$ cat config.mk
export PLATFORM = sky130hd
export DESIGN_NAME = wb_arbiter
export DESIGN_NICKNAME = d
export VERILOG_FILES = /design/src/rtl/wb_arbiter_pkg.sv /design/src/rtl/wb_arbiter_fifo.sv /design/src/rtl/wb_arbiter.sv
export SDC_FILE = /design/constraint.sdc
export NUM_CORES = 1
export LEC_CHECK = 0
export ABC_AREA = 1
export CAP_MARGIN = 30
export CORE_MARGIN = 2
export CORE_UTILIZATION = 32
export CTS_BUF_LIST = sky130_fd_sc_hd__clkbuf_8
export CTS_CLUSTER_SIZE = 30
export DETAILED_ROUTE_END_ITERATION = 16
export SETUP_SLACK_MARGIN = 0.4
export SYNTH_ARGS = -nofsm -noshare
export SYNTH_HDL_FRONTEND = slang
export SYNTH_HIERARCHICAL = 1
export SYNTH_SLANG_ARGS = --single-unit
$ cat constraint.sdc
create_clock -name clock -period 4.4 [get_ports clock]
set_input_delay 0.88 -clock clock [delete_from_list [all_inputs] [get_ports clock]]
set_output_delay 0.88 -clock clock [all_outputs]
set_load 0.005 [all_outputs]
$ cat src/rtl/wb_arbiter_pkg.sv
// Shared definitions for the register-file writeback arbiter.
package wb_arbiter_pkg;

  localparam int unsigned DEFAULT_XLEN = 64;
  localparam int unsigned REG_ADDR_W   = 5;

  localparam logic [REG_ADDR_W-1:0] ZERO_REG = '0;

  // One writeback result as it travels to the register file.
  typedef struct packed {
    logic [REG_ADDR_W-1:0]   addr;
    logic [DEFAULT_XLEN-1:0] data;
  } wb_entry_t;

endpackage

$ cat src/rtl/wb_arbiter_fifo.sv
// Synchronous FIFO for buffered MEM writeback results. Each entry is {addr, data}
// with the destination address in the top REG_ADDR_W bits. Also exports
// per-entry valid and address vectors so the pending-write scoreboard can
// see every buffered destination.
module wb_fifo
  import wb_arbiter_pkg::*;
#(
  parameter int unsigned Depth = 4,
  parameter int unsigned Width = REG_ADDR_W + DEFAULT_XLEN
) (
  input  logic                              clock,
  input  logic                              reset,
  input  logic                              push_i,
  input  logic [Width-1:0]                  push_entry_i,
  input  logic                              pop_i,
  output logic [Width-1:0]                  head_entry_o,
  output logic                              full_o,
  output logic                              empty_o,
  output logic [Depth-1:0]                  entry_valid_o,
  output logic [Depth-1:0][REG_ADDR_W-1:0]  entry_addr_o
);

  localparam int unsigned PtrW = $clog2(Depth);

  logic [PtrW-1:0]  head_q, head_d;
  logic [PtrW-1:0]  tail_q, tail_d;
  logic [PtrW:0]    count_q, count_d;
  logic [Depth-1:0] valid_q, valid_d;
  logic [Width-1:0] mem_q [Depth];
  logic [Width-1:0] mem_d [Depth];

  logic do_pop;

  assign full_o       = (count_q == (PtrW + 1)'(Depth));
  assign empty_o      = (count_q == '0);
  assign do_pop       = pop_i && !empty_o;
  assign head_entry_o = mem_q[head_q];

  // Pointer, count and valid-flag update; pop clears before push sets so a
  // simultaneous push/pop on a full FIFO keeps the recycled slot valid.
  always_comb begin
    head_d  = head_q;
    tail_d  = tail_q;
    count_d = count_q;
    valid_d = valid_q;
    mem_d   = mem_q;
    if (do_pop) begin
      valid_d[head_q] = 1'b0;
      head_d          = head_q + 1'b1;
    end
    if (push_i) begin
      valid_d[tail_q] = 1'b1;
      mem_d[tail_q]   = push_entry_i;
      tail_d          = tail_q + 1'b1;
    end
    if (push_i && !do_pop) begin
      count_d = count_q + 1'b1;
    end else if (!push_i && do_pop) begin
      count_d = count_q - 1'b1;
    end
  end

  // Control state with synchronous reset.
  always_ff @(posedge clock) begin
    if (reset) begin
      head_q  <= '0;
      tail_q  <= '0;
      count_q <= '0;
      valid_q <= '0;
    end else begin
      head_q  <= head_d;
      tail_q  <= tail_d;
      count_q <= count_d;
      valid_q <= valid_d;
    end
  end

  // Entry storage; contents are meaningless unless the matching valid bit is set.
  always_ff @(posedge clock) begin
    mem_q <= mem_d;
  end

  // Expose buffered destinations for the busy compare.
  always_comb begin
    entry_valid_o = valid_q;
    for (int i = 0; i < Depth; i++) begin
      entry_addr_o[i] = mem_q[i][Width-1 -: REG_ADDR_W];
    end
  end

endmodule

$ cat src/rtl/wb_arbiter.sv
// Register-file writeback arbiter: merges single-cycle ALU results and buffered
// MEM results into one registered write port and exports per-source busy flags.
// Optional feature macro: WB_ARBITER_BYPASS_EN adds output-stage forwarding ports.
module wb_arbiter
  import wb_arbiter_pkg::*;
#(
  parameter int unsigned XLEN      = DEFAULT_XLEN,
  parameter int unsigned MEM_DEPTH = 4
) (
  input  logic                  clock,
  input  logic                  reset,
  input  logic                  aluValid,
  output logic                  aluReady,
  input  logic [REG_ADDR_W-1:0] aluAddr,
  input  logic [XLEN-1:0]       aluData,
  input  logic                  memValid,
  output logic                  memReady,
  input  logic [REG_ADDR_W-1:0] memAddr,
  input  logic [XLEN-1:0]       memData,
  output logic                  wen,
  output logic [REG_ADDR_W-1:0] wAddr,
  output logic [XLEN-1:0]       wData,
  input  logic [REG_ADDR_W-1:0] rs1Addr,
  input  logic [REG_ADDR_W-1:0] rs2Addr,
`ifdef WB_ARBITER_BYPASS_EN
  output logic                  rs1FwdValid,
  output logic [XLEN-1:0]       rs1FwdData,
  output logic                  rs2FwdValid,
  output logic [XLEN-1:0]       rs2FwdData,
`endif
  output logic                  rs1Busy,
  output logic                  rs2Busy
);

  localparam int unsigned EntryW = REG_ADDR_W + XLEN;

  logic                                 fifo_full, fifo_empty, fifo_push, pop_sel, alu_sel;
  logic [EntryW-1:0]                    head_entry;
  logic [MEM_DEPTH-1:0]                 entry_valid;
  logic [MEM_DEPTH-1:0][REG_ADDR_W-1:0] entry_addr;

  logic                  wen_q, wen_d;
  logic [REG_ADDR_W-1:0] waddr_q, waddr_d;
  logic [XLEN-1:0]       wdata_q, wdata_d;

  logic fifo_hit1, fifo_hit2, out_hit1, out_hit2;

  wb_fifo #(
    .Depth (MEM_DEPTH),
    .Width (EntryW)
  ) u_mem_fifo (
    .clock         (clock),
    .reset         (reset),
    .push_i        (fifo_push),
    .push_entry_i  ({memAddr, memData}),
    .pop_i         (pop_sel),
    .head_entry_o  (head_entry),
    .full_o        (fifo_full),
    .empty_o       (fifo_empty),
    .entry_valid_o (entry_valid),
    .entry_addr_o  (entry_addr)
  );

  // Arbitration: FIFO drains whenever full or the ALU is idle; otherwise ALU wins.
  always_comb begin
    pop_sel   = !fifo_empty && (fifo_full || !aluValid);
    alu_sel   = !pop_sel && aluValid;
    aluReady  = alu_sel;
    memReady  = !fifo_full || pop_sel;
    fifo_push = memValid && memReady;
  end

  // Next write-port value; address/data hold when nothing is selected.
  always_comb begin
    wen_d   = 1'b0;
    waddr_d = waddr_q;
    wdata_d = wdata_q;
    if (pop_sel) begin
      waddr_d = head_entry[EntryW-1 -: REG_ADDR_W];
      wdata_d = head_entry[XLEN-1:0];
      wen_d   = (waddr_d != ZERO_REG);
    end else if (alu_sel) begin
      waddr_d = aluAddr;
      wdata_d = aluData;
      wen_d   = (aluAddr != ZERO_REG);
    end
  end

  // Registered write port.
  always_ff @(posedge clock) begin
    if (reset) begin
      wen_q   <= 1'b0;
      waddr_q <= '0;
      wdata_q <= '0;
    end else begin
      wen_q   <= wen_d;
      waddr_q <= waddr_d;
      wdata_q <= wdata_d;
    end
  end

  assign wen   = wen_q;
  assign wAddr = waddr_q;
  assign wData = wdata_q;

  // Pending-write scoreboard: FIFO entries plus the output stage.
  always_comb begin
    fifo_hit1 = 1'b0;
    fifo_hit2 = 1'b0;
    for (int i = 0; i < MEM_DEPTH; i++) begin
      fifo_hit1 = fifo_hit1 | (entry_valid[i] && entry_addr[i] == rs1Addr);
      fifo_hit2 = fifo_hit2 | (entry_valid[i] && entry_addr[i] == rs2Addr);
    end
    out_hit1 = wen_q && (waddr_q == rs1Addr) && (rs1Addr != ZERO_REG);
    out_hit2 = wen_q && (waddr_q == rs2Addr) && (rs2Addr != ZERO_REG);
`ifdef WB_ARBITER_BYPASS_EN
    // Output-stage matches are forwarded instead of stalling.
    rs1Busy = (rs1Addr != ZERO_REG) && fifo_hit1;
    rs2Busy = (rs2Addr != ZERO_REG) && fifo_hit2;
`else
    rs1Busy = (rs1Addr != ZERO_REG) && (fifo_hit1 || out_hit1);
    rs2Busy = (rs2Addr != ZERO_REG) && (fifo_hit2 || out_hit2);
`endif
  end

`ifdef WB_ARBITER_BYPASS_EN
  assign rs1FwdValid = out_hit1;
  assign rs2FwdValid = out_hit2;
  assign rs1FwdData  = wdata_q;
  assign rs2FwdData  = wdata_q;
`endif

endmodule

# Word-level counts from Yosys, hierarchy flattened
# Index checks and enable logic that the tools add are counted.
dict set report op_classes {
  reduce_logical 40
  bitwise 11
  n_mux 20
  addsub 4
  n_eq_ne 11
  order_cmp 7
}
# operator count
set ops {}
lappend ops {{bitwise mux 276 bit} 1}
lappend ops {{2-to-1 mux 69 bit} 3}
lappend ops {{binary-select mux 69 bit (select 2 bit)} 1}
lappend ops {{demux 69 bit (select 2 bit)} 1}
lappend ops {{2-to-1 mux 64 bit} 2}
lappend ops {{== test 5 bit} 10}
lappend ops {{logical AND 1 bit} 23}
lappend ops {{nonzero test 5 bit} 4}
lappend ops {{2-to-1 mux 5 bit} 2}
lappend ops {{2-to-1 mux 4 bit} 2}
lappend ops {{greater-or-equal comparator 3 bit (second input constant)} 2}
lappend ops {{zero test 1 bit} 6}
lappend ops {{less-than comparator 2 x 3 -> 1 bit (second input constant)} 2}
lappend ops {{2-to-1 mux 3 bit} 2}
lappend ops {{NOT 2 -> 3 bit} 2}
lappend ops {{bitwise OR 1 bit} 6}
lappend ops {{adder 2 x 1 -> 2 bit (second input constant)} 2}
lappend ops {{AND 4 bit} 1}
lappend ops {{demux 1 bit (select 2 bit)} 2}
lappend ops {{greater-or-equal comparator 2 x 1 -> 1 bit (second input constant)} 2}
lappend ops {{logical OR 1 bit} 4}
lappend ops {{2-to-1 mux 1 bit} 4}
lappend ops {{NOT 4 bit} 1}
lappend ops {{bitwise OR 4 bit} 1}
lappend ops {{6 further kinds} 7}
dict set report word_totals {
  reg_bits 357
  wordCells 104
  in_bits 152
}

# Longest topological paths before layout
# Gate-level depths: netlist (run 1).
dict set report depth {
  depth_word 9
  mapped_depth 15
  mapped_depth_nobuf 14
}

# Cells and area by module
# The synthesis (run 1) kept the hierarchy.
# mod cells_per_inst instances area_each_um2 seq_area_each_um2
set by_module_without_submodules {}
lappend by_module_without_submodules {wb_fifo 764 1 10900.5 8508.2}
lappend by_module_without_submodules {wb_arbiter 616 1 3758.6 1401.3}

# Worst setup path after synthesis (run 1)
# No wires, ideal clock.
dict set report synth_path {
  path_kind {input -> register}
  from {input port aluValid}
  to {register u_mem_fifo.mem_q, in the netlist u_mem_fifo/entry_addr_o[0], enable pin}
  n_path_buf 0
  arrival_time_ns 2.950
  required_ns 3.977
  setup_ns 0.423
  cell_stages 5
  path_slack_ns 1.028
  cell_sequence {inv_2 -> o21bai_2 -> a21boi_0 -> nand2_1 -> inv_1}
}
dict set report synth_via {
  elab_chain_len 5
}
# element line
set synth_lines {}
lappend synth_lines {{start, declared} wb_arbiter.sv:12} ;# input logic aluValid,
lappend synth_lines {{zero test 1 bit} wb_arbiter.sv:66} ;# pop_sel = !fifo_empty && (fifo_full || !aluValid);
lappend synth_lines {{logical OR 1 bit} wb_arbiter.sv:66}
lappend synth_lines {{logical AND 1 bit} wb_arbiter.sv:66}
lappend synth_lines {{logical OR 1 bit} wb_arbiter.sv:69} ;# memReady = !fifo_full || pop_sel;
lappend synth_lines {{logical AND 1 bit} wb_arbiter.sv:70} ;# fifo_push = memValid && memReady;
lappend synth_lines {{via fifo_push} wb_arbiter.sv:37} ;# logic fifo_full, fifo_empty, fifo_push, pop_sel, alu_sel;
lappend synth_lines {{end signal, assigned} wb_arbiter_fifo.sv:80} ;# mem_q <= mem_d;
lappend synth_lines {{end, declared} wb_arbiter_fifo.sv:29} ;# logic [Width-1:0] mem_q [Depth];
# The timed path passes the listed nets, and every way through them passes these cells.
# A chain may end at the register's enable or synchronous reset.

# Final worst setup path (run 1)
dict set report layout_path {
  from {input port rs1Addr[1]}
  to {output port rs1Busy}
}
dict set report layout_via {
  elab_chain_len 7
  word_cells_on_any_way 17
}
# element line
set layout_lines {}
lappend layout_lines {{start, declared} wb_arbiter.sv:23} ;# input logic [REG_ADDR_W-1:0] rs1Addr,
lappend layout_lines {{== test 5 bit} wb_arbiter.sv:111} ;# fifo_hit1 = fifo_hit1 | (entry_valid[i] && entry_addr[i] == rs1Addr);
lappend layout_lines {{logical AND 1 bit} wb_arbiter.sv:111}
lappend layout_lines {{bitwise OR 1 bit (3 in series)} wb_arbiter.sv:111}
lappend layout_lines {{logical OR 1 bit} wb_arbiter.sv:121} ;# rs1Busy = (rs1Addr != ZERO_REG) && (fifo_hit1 || out_hit1);
lappend layout_lines {{logical AND 1 bit *} wb_arbiter.sv:121}
lappend layout_lines {{end, declared} wb_arbiter.sv:31} ;# output logic rs1Busy,
# Every way passes the cells marked *; elsewhere a longest branch is shown, timed or not.

==> results.md, run 1 <==
* Worst hold-check path type: register to register
* Floorplan core area at 45300 um^2
* Req. time, crit path at 3.52 ns
* Max Cap Violations at 0
* Clock-pin transition on the worst setup and hold timing paths at ~0.06 ns
* Net count of the mapped netlist at 1542
* Synth top area cells: sky130_fd_sc_hd__edfxtp_1, sky130_fd_sc_hd__dfxtp_1, sky130_fd_sc_hd__nand2_1
* Net Sw Frac at a little under a third
* Static Leakage at 6.66 nW
* Total of buffers placed on input and output ports at 225
* Crit path DAT at 2.82 ns
* DIE WIDTH at 218 um
* Number of antenna violations at the first check in global routing at 6
* Most frequent cells in the layout: sky130_fd_sc_hd__nand2_1, sky130_fd_sc_hd__edfxtp_1, sky130_fd_sc_hd__clkdlybuf4s50_1
* Relative slew margins at 39.4%
* Count of endpoints failing setup in the final report at 0
* Cell chosen for the clock root: sky130_fd_sc_hd__clkbuf_8
* Proportion of layout cells with a drive suffix above 1 at 7.01%
* Num CTS Buffers at 58
* Cts-stage hold buffer count at 0
* Crit-path max FO at 8
* Post-synthesis cell count at approximately 1400
* Top Ports at 226
* Remaining design rule violation count at 0
* Tightest Pin Transition at 0.909 ns
* Number of global-route vias before repair at between 10000 and 15000
* Setup skew after layout at between 0.02 and 0.03 ns
* Top cell type's share of synthesized area at 56.5%
* Synth Register Bits at approximately 360
* Routed wire length at about 40 mm
* Post-synthesis instance area at 14700 um^2
* Mean post-synth cell area at ~11 um^2
* Setup slack after layout at roughly 0.70 ns
* Buffers and inverters on the worst path at 3
* Time the final worst path needs with I/O delays and setup at 3.70 ns
* Number of search-and-repair iterations in the first detailed-routing pass at 7
* Share of synthesized area occupied by flip-flops and latches at between 60% and 70%
* NetSw at 3.11 mW
* Slowest Stage Delay on Critical Path at 0.66 ns
* Fraction of the cycle the final worst path needs at 84.0%
* Number of buffers added for setup after CTS at 0
* CTS tree: done
* Critical path's slowest cell: sky130_fd_sc_hd__clkdlybuf4s50_1
* Utilization after layout at between 40 and 50%
* Largest voltage drop on the vdd net at between 200 and 250 uV
* Vias post-DR at 10870
* Full die area at between 40000 and 50000 um^2
* Congestion Overflow GR at 0
* Class of the most critical setup path: primary input to output port
* Kind of start point of the critical path: primary input
* Setup slack at placement at 0.730 ns
* Post-cts sizing count at 0
* Filler cell count at 4442
* Setup TNS at 0 ns
* Most frequent cell on the critical path: sky130_fd_sc_hd__nor2_1
* Relative contribution of combinational cells to total power at 26.9%
* Fmax at between 200 and 300 MHz
* Average detailed-routed wire length per instance at 17.9 um
* DR vias/cell at 4.84
* Clock Power Share at 28.0%
* Yosys warning count at 6
* Setup crit end kind: output port
* Pin count of the biggest net entering global routing at 79
* Net count, final at roughly 1800
* Power consumption at roughly 9.7 mW
* Depth of the CTS H-tree at 2
* Global placer's final weighted congestion at 0.896
* Unrepaired setup endpoints after global routing: false
* Die boundary height at 218 um
* Estimated wirelength of the detail-placed design at 25.2 mm
* Synth area leader: sky130_fd_sc_hd__edfxtp_1
* Number of slew-limit violations in the final report at 0
* Post-DRT Antenna Nets at 0
* Share of total power in sequential cells at 45.0%
* Clock insertion delay at the later pin of the skew report at 0.60 ns
* Hold violation total from the final report at 0
* Buffer depth of the longest clock path at 3
* Gate family responsible for the most delay along the worst path: buffers and inverters
* Area growth, synth to finish at 26.2%
* Commonest non-fill, non-tap cell in the layout: sky130_fd_sc_hd__nand2_1
* Total global routing track utilization at approximately 17%
* Starting DRC count in detailed routing at 698
* Result of the run: completed
* Std-Cell Rows at a little under 80
* Design internal power at 6.63 mW
* Unique masters post-synth at 28
* Starting utilization of the core area at 32.4%
* Critical-path cell list: clkdlybuf4s50_1 -> inv_1 -> nand2_1 -> nand2_1 -> nor2_1 -> nand3_1 -> nand3_1 -> nor2_1 -> nor2_1 -> clkdlybuf4s50_1
* Total power divided by cell area at 527 nW/um^2
* Clock net sink count at between 300 and 400
* First-pass GRT wire length at 61.0 mm
per-layer routing:
layer / track usage [%] / wire length, um / vias up
met2: 28.0 / 19700 / 298
met3: 3.44 / 2360 / 73
li1: - / - / 5250
met1: 20.9 / 17000 / 5247
met4: 7.01 / 1070 / 2
met5: 0 / 13 / -
through the flow:
stage               cell area (um^2)  instances  hold WS (ns)
floorplan                      14700       1380         0.445
global placement               17400       2133         0.474
detailed placement             17400       2133         0.480
CTS                            18500       2241         0.490
global route                   18500       2246         0.505
finish                         18500       2247         0.488
power by group through the flow:
stage	logic (mW)	clock network [mW]	registers, mW
5_1_grt	2.93	2.96	4.43
3_5_place_dp	2.67	0	4.45
4_1_cts	2.68	2.83	4.39
2_1_floorplan	1.55	0	4.39
6_report	2.62	2.73	4.39
3_3_place_gp	2.64	0	4.45
worst min-delay path: stages, from the launching register on:
cell and delay, ns:
sky130_fd_sc_hd__dfxtp_1 0.31, sky130_fd_sc_hd__nand2_1 0.06, sky130_fd_sc_hd__a31oi_1 0.07
cell type report:
class	instances	area, um^2	share of cell area [%]
repair buffers	249	2460	13.3
inverters	62	241	1.31
well taps	600	751	4.06
clock inverters	43	236	1.28
diodes	6	15.0	0.0811
clock buffers	65	895	4.84
multi-input cells	865	3990	21.5
flip-flops and latches	357	9910	53.6
cells in the mapped netlist (all sizes together):
master and count:
inv 62, nand4 1, o21ai 160, xor2 3, a21boi 1, buf 62, fa 1, nor2 190
edfxtp 276, o211ai 4, nor3 5, nand2 324, nand3 22, clkbuf 34, ha 9, a21oi 10
a31oi 64, o22ai 70, dfxtp 81, o21bai 1
logic make-up (layout without fill, tap and decap cells):
logic type / after synthesis / after routing / share of synthesized area [%]
other cells: 0 / 6 / 0
fa+ha+maj: 10 / 10 / 0.905
buf+inv: 158 / 419 / 5.25
flops: 357 / 357 / 67.6
simple gates: 542 / 542 / 14.2
xor+xnor: 3 / 3 / 0.179
compound gates: 310 / 310 / 11.9
sequential cells by signal, summed over array words and instances (netlist names):
register	cells
u_mem_fifo/count_q	3
u_mem_fifo/entry_addr_o	20
u_mem_fifo/entry_valid_o	4
u_mem_fifo/head_q	2
u_mem_fifo/mem_q	256
u_mem_fifo/tail_q	2
wAddr	5
wData	64
wen	1
final timing paths:
kind | start | endpoint | slack [ns] | cells past startpoint
hold reg to reg | wData[43] | wData[43] | 0.49 | 2
setup reg to reg | u_mem_fifo/count_q[0] | u_mem_fifo/mem_q[227] | 1.44 | 8
hold / removal | wData[43] | wData[43] | 0.49 | 2
setup / recovery | rs1Addr[1] | rs1Busy | 0.70 | 10
(Power assumes the default switching activity.)
==> inputs of run 2 (changes only) <==
- clock period: 4.4 -> 3.6 ns (I/O delays scaled with it)
==> run 2 against run 1 <==
  * Global-route usage up 0.44 points
  * Combinational power up 26%
  * Sequential share of layout area down 0.31 points
  * Via count down 0.14%
  * Cell count down 0.13%
  * Register-to-register slack worse by 0.27 ns
  * Power up 24%
  * Sequential cell count unchanged
  * Clock skew down 0.011 ns
  * Final area up 0.59%
  * Sequential power up 21%
  * Critical endpoint unchanged
==> results.md, run 2 (same netlist as run 1, synthesis figures left out) <==
* Power consumption at 12.1 mW
* Count of endpoints failing setup in the final report at 0
* Most frequent cell on the critical path: sky130_fd_sc_hd__nor2_1
* Clock insertion delay at the later pin of the skew report at 0.63 ns
* Total global routing track utilization at 17.1%
* Critical-path cell list: dlygate4sd2_1 -> inv_1 -> nand2_1 -> nand2_1 -> nor2_1 -> nand3_1 -> nand3_1 -> nor2_1 -> nor2_1 -> clkdlybuf4s50_1
* Number of antenna violations at the first check in global routing at 7
* Critical path's slowest cell: sky130_fd_sc_hd__clkdlybuf4s50_1
* Total power divided by cell area at 650 nW/um^2
* Pin count of the biggest net entering global routing at 79
* Fraction of the cycle the final worst path needs at between 80% and 90%
* Reg-to-reg startpoint: u_mem_fifo/count_q[0]
* Hold violation total from the final report at 0
* Kind of start point of the critical path: primary input
* Startpoint of the worst hold path: wData[15]
* Cell total after placement at ~2100
* Setup skew after layout at 0.0162 ns
* Remaining design rule violation count at 0
* Congestion Overflow GR at 0
* Largest voltage drop on the vdd net at 389 uV
* Commonest non-fill, non-tap cell in the layout: sky130_fd_sc_hd__nand2_1
* Setup crit end kind: output port
* Average detailed-routed wire length per instance at 18.1 um
* Clock-pin transition on the worst setup and hold timing paths at 0.06 ns
* Setup slack at placement at approximately 0.25 ns
* Number of global-route vias before repair at 10918
* Setup slack after layout at between 0.5 and 0.6 ns
* Most frequent cells in the layout: sky130_fd_sc_hd__nand2_1, sky130_fd_sc_hd__edfxtp_1, sky130_fd_sc_hd__clkdlybuf4s50_1
* Cell chosen for the clock root: sky130_fd_sc_hd__clkbuf_8
* Slowest Stage Delay on Critical Path at around 0.50 ns
* Cts-stage hold buffer count at 0
* Worst hold-check path type: register to register
* Unrepaired setup endpoints after global routing: false
* Global placer's final weighted congestion at 0.867
* DR vias/cell at ~4.8
* Proportion of layout cells with a drive suffix above 1 at around 8%
* Static Leakage at 6.70 nW
* Starting DRC count in detailed routing at 536
* Total of buffers placed on input and output ports at 225
* Buffer depth of the longest clock path at 3
* Buffers and inverters on the worst path at 3
* Post-DRT Antenna Nets at 0
* Final Cell Area at 18600 um^2
* Routed wire length at 40.7 mm
* Clock net sink count at about 360
* Crit-path max FO at 6
* Top Ports at 226
* First-pass GRT wire length at 62.2 mm
* Utilization after layout at 41.1%
* Std-Cell Rows at 78
* Class of the most critical setup path: primary input to output port
* Time the final worst path needs with I/O delays and setup at 3.04 ns
* Relative slew margins at 43.4%
* Setup TNS at 0 ns
* Gate family responsible for the most delay along the worst path: buffers and inverters
* Floorplan core area at 45300 um^2
* CTS tree: done
* Number of slew-limit violations in the final report at 0
* Tightest Pin Transition at 0.849 ns
* Net count, final at 1754
* Non-filler cells, final at 2244
* Hold slack at between 0.4 and 0.5 ns
* Die boundary height at 218 um
* Estimated wirelength of the detail-placed design at 25.4 mm
* Flip-flop count of the largest register after layout at 256
* Instance area at placement at approximately 17000 um^2
* Crit path DAT at 2.32 ns
* Timing startpoint of the critical path: rs1Addr[4]
* Max Cap Violations at 0
* Full die area at 47500 um^2
* Req. time, crit path at 2.88 ns
* Num CTS Buffers at 57
* Result of the run: completed
* Number of search-and-repair iterations in the first detailed-routing pass at 5
* Depth of the CTS H-tree at 2
* Register containing the most flip-flops in the final layout: u_mem_fifo/mem_q
* Fmax at 329 MHz
* DIE WIDTH at 218 um
* Starting utilization of the core area at 32.4%
* Area growth, synth to finish at 27.0%
* Vias post-DR at 10855
-- run 2: cell count changes in the layout (fill, tap and decap cells not counted), moves of 2 or more --
cell,change
sky130_fd_sc_hd__inv_2,+6
sky130_fd_sc_hd__clkbuf_8,+5
sky130_fd_sc_hd__buf_12,+4
sky130_fd_sc_hd__clkinvlp_4,+2
sky130_fd_sc_hd__dlygate4sd2_1,+8
sky130_fd_sc_hd__inv_1,-11
sky130_fd_sc_hd__buf_4,-4
sky130_fd_sc_hd__diode_2,-3
sky130_fd_sc_hd__clkinv_1,-3
sky130_fd_sc_hd__clkdlybuf4s50_1,-10
-- run 2: final cells by class --
type,count,area [um^2]
antenna,3,7.51
clock buffer,70,963
multi-input combinational,865,4000
tap,600,751
timing repair buffer,249,2510
fill,4371,26700
clock inverter,38,218
sequential,357,9910
inverter,62,250
-- run 2: worst paths after layout --
| check | slack (ns) | depth (start not counted) | endpoint |
|---|---|---|---|
| worst max register to register | 1.17 | 15 | u_mem_fifo/count_q[2] |
| worst min register to register | 0.48 | 2 | wData[15] |
| worst min-delay path | 0.48 | 2 | wData[15] |
| worst max-delay path | 0.56 | 10 | rs1Busy |
-- run 2: metal layers --
layer | vias to the layer above | global-route usage, % | share of wire (%)
met3 | 79 | 3.57 | 5.2
met1 | 5226 | 20.6 | 42
li1 | 5246 | - | -
met2 | 296 | 29.3 | 50
met5 | - | 0 | 0.12
met4 | 8 | 7.87 | 2.8
-- run 2: power by group --
part	total [mW]	internal, mW	switching, mW
clock	3.48	1.90	1.58
sequential	5.33	5.05	0.275
combinational	3.29	1.29	2.00
total	12.1	8.24	3.85
-- run 2: tightest hold or removal path: stages (launching register included) --
cell                      delay (ns)
sky130_fd_sc_hd__dfxtp_1        0.31
sky130_fd_sc_hd__nand2_1        0.06
sky130_fd_sc_hd__a31oi_1        0.07
-- run 2: timing repair --
item,4_1_cts,5_1_grt
gates resized for setup,14,5
endpoints found under the setup margin,4,4
setup buffers,0,2
pin swaps,0,1
==> inputs of run 3 (changes only) <==
- clock period: 3.6 -> 2.7 ns (I/O delays scaled with it)
==> run 3 against run 2 <==
  * Combinational power up 44%
  * Final area increased by 2.7%
  * Register-to-register slack got worse by 0.56 ns
  * Critical path type is now register to output port
  * Largest cell class unchanged
  * Largest power group unchanged
==> results.md, run 3 (same netlist as run 1, synthesis figures left out) <==
* Number of global-route vias before repair at 10860
* Total of buffers placed on input and output ports at about 230
* Relative slew margins at a little over two fifths
* Clock-pin transition on the worst setup and hold timing paths at 0.06 ns
* Setup skew after layout at between 0.02 and 0.03 ns
* Number of search-and-repair iterations in the first detailed-routing pass at 5
* Starting DRC count in detailed routing at 640
* Area growth, synth to finish at 30.4%
* Crit-path max FO at 4
* Commonest non-fill, non-tap cell in the layout: sky130_fd_sc_hd__nand2_1
* Total power divided by cell area at around 870 nW/um^2
* Largest voltage drop on the vdd net at between 400 and 500 uV
* Count of endpoints failing setup in the final report at 0
* Timing startpoint of the critical path: u_mem_fifo/entry_addr_o[13]
* Tightest Pin Transition at 0.844 ns
* Die boundary height at 218 um
* Flip-flop count of the largest register after layout at around 260
* Req. time, crit path at 2.16 ns
* Unrepaired setup endpoints after global routing: true
* Std-Cell Rows at 78
* Number of slew-limit violations in the final report at 0
* Floorplan core area at 45300 um^2
* Number of antenna violations at the first check in global routing at 4
* Proportion of layout cells with a drive suffix above 1 at 11.2%
* Static Leakage at approximately 7.0 nW
* Gate family responsible for the most delay along the worst path: simple AND/OR/NAND/NOR gates
* Setup crit end kind: output port
* Starting utilization of the core area at 32.4%
* Global placer's final weighted congestion at 0.868
* Utilization after layout at 42.2%
* Total global routing track utilization at 17.1%
* Most frequent cells in the layout: sky130_fd_sc_hd__nand2_1, sky130_fd_sc_hd__edfxtp_1, sky130_fd_sc_hd__clkdlybuf4s50_1
* Clock insertion delay at the later pin of the skew report at ~0.63 ns
* Clock net sink count at approximately 360
* Worst hold-check path type: primary input to register
* Vias post-DR at 11032
* Pin count of the biggest net entering global routing at 142
* Kind of start point of the critical path: register
* Hold violation total from the final report at 0
* Slowest Stage Delay on Critical Path at approximately 0.47 ns
* Net count, final at 1789
* Congestion Overflow GR at 0
* Routed wire length at 41.4 mm
* Register containing the most flip-flops in the final layout: u_mem_fifo/mem_q
* DR vias/cell at 4.84
* Power consumption at around 17 mW
* First-pass GRT wire length at 62.2 mm
* Num CTS Buffers at 59
* Estimated wirelength of the detail-placed design at approximately 26 mm
* Post-DRT Antenna Nets at 0
* Critical path's slowest cell: sky130_fd_sc_hd__edfxtp_1
* Top Ports at between 200 and 250
* Startpoint of the worst hold path: reset
* Full die area at 47500 um^2
* Fmax at 414 MHz
* Buffers and inverters on the worst path at 2
* Max Cap Violations at 0
* CTS tree: done
* Depth of the CTS H-tree at 2
* Cell chosen for the clock root: sky130_fd_sc_hd__clkbuf_8
* DIE WIDTH at 218 um
* Time the final worst path needs with I/O delays and setup at 2.41 ns
* Remaining design rule violation count at 0
* Fraction of the cycle the final worst path needs at 89.4%
* Critical-path cell list: inv_1 -> nand2_1 -> nand2_1 -> nor2_2 -> nand3_1 -> nand3_2 -> nor2_2 -> nor2_1 -> buf_2
* Average detailed-routed wire length per instance at 18.1 um
* Class of the most critical setup path: register to output port
* Crit path DAT at 1.87 ns
* Result of the run: completed
* Reg-to-reg startpoint: u_mem_fifo/count_q[1]
* Buffer depth of the longest clock path at 3
-- run 3: per-stage QoR --
stage	worst slack [ns]	hold WS, ns	area, um^2	setup TNS [ns]	cells
3_3_place_gp	-0.195	0.472	17700	-0.324	2150
6_report	0.286	0.383	19100	0	2279
4_1_cts	0.220	0.330	19100	0	2272
5_1_grt	0.148	0.361	19100	0	2278
2_1_floorplan	0.317	0.445	14700	0	1380
3_5_place_dp	-0.175	0.476	17700	-0.312	2150
-- run 3: worst paths after layout --
kind / slack, ns / cells past startpoint / to
hold / removal: 0.38 / 2 / u_mem_fifo/entry_valid_o[3]
setup / recovery: 0.29 / 9 / rs2Busy
setup reg to reg: 0.61 / 15 / u_mem_fifo/count_q[2]
hold reg to reg: 0.48 / 2 / wData[5]
-- run 3: layout make-up --
cell class	instances	area, um^2
repair buffers	282	2890
clock inverters	40	264
fillers	4368	26200
inverters	62	250
flip-flops and latches	357	9930
multi-input cells	865	4070
well taps	600	751
diodes	3	7.51
clock buffers	70	963
-- run 3: timing repair --
item,4_1_cts,5_1_grt
cloned,0,0
hold buffers,0,0
gates resized for setup,37,15
buffers inserted,12,4
endpoints found under the setup margin,4,5
pin swaps,8,10
-- run 3: power breakdown --
group	switching [mW]	internal, mW	leakage (nW)
sequential	0.361	6.74	3.20
combinational	2.80	1.95	3.03
clock	2.10	2.72	0.729
total	5.27	11.4	6.96
-- run 3: metal layers --
metal,vias to the layer above,GRT usage [%],wire length [um],part of all wire [%]
met4,4,6.55,1310,3.2
met5,-,0,25,0.060
met3,84,3.72,1910,4.6
met2,254,28.9,20300,49
li1,5319,-,-,-
met1,5371,21.4,17800,43
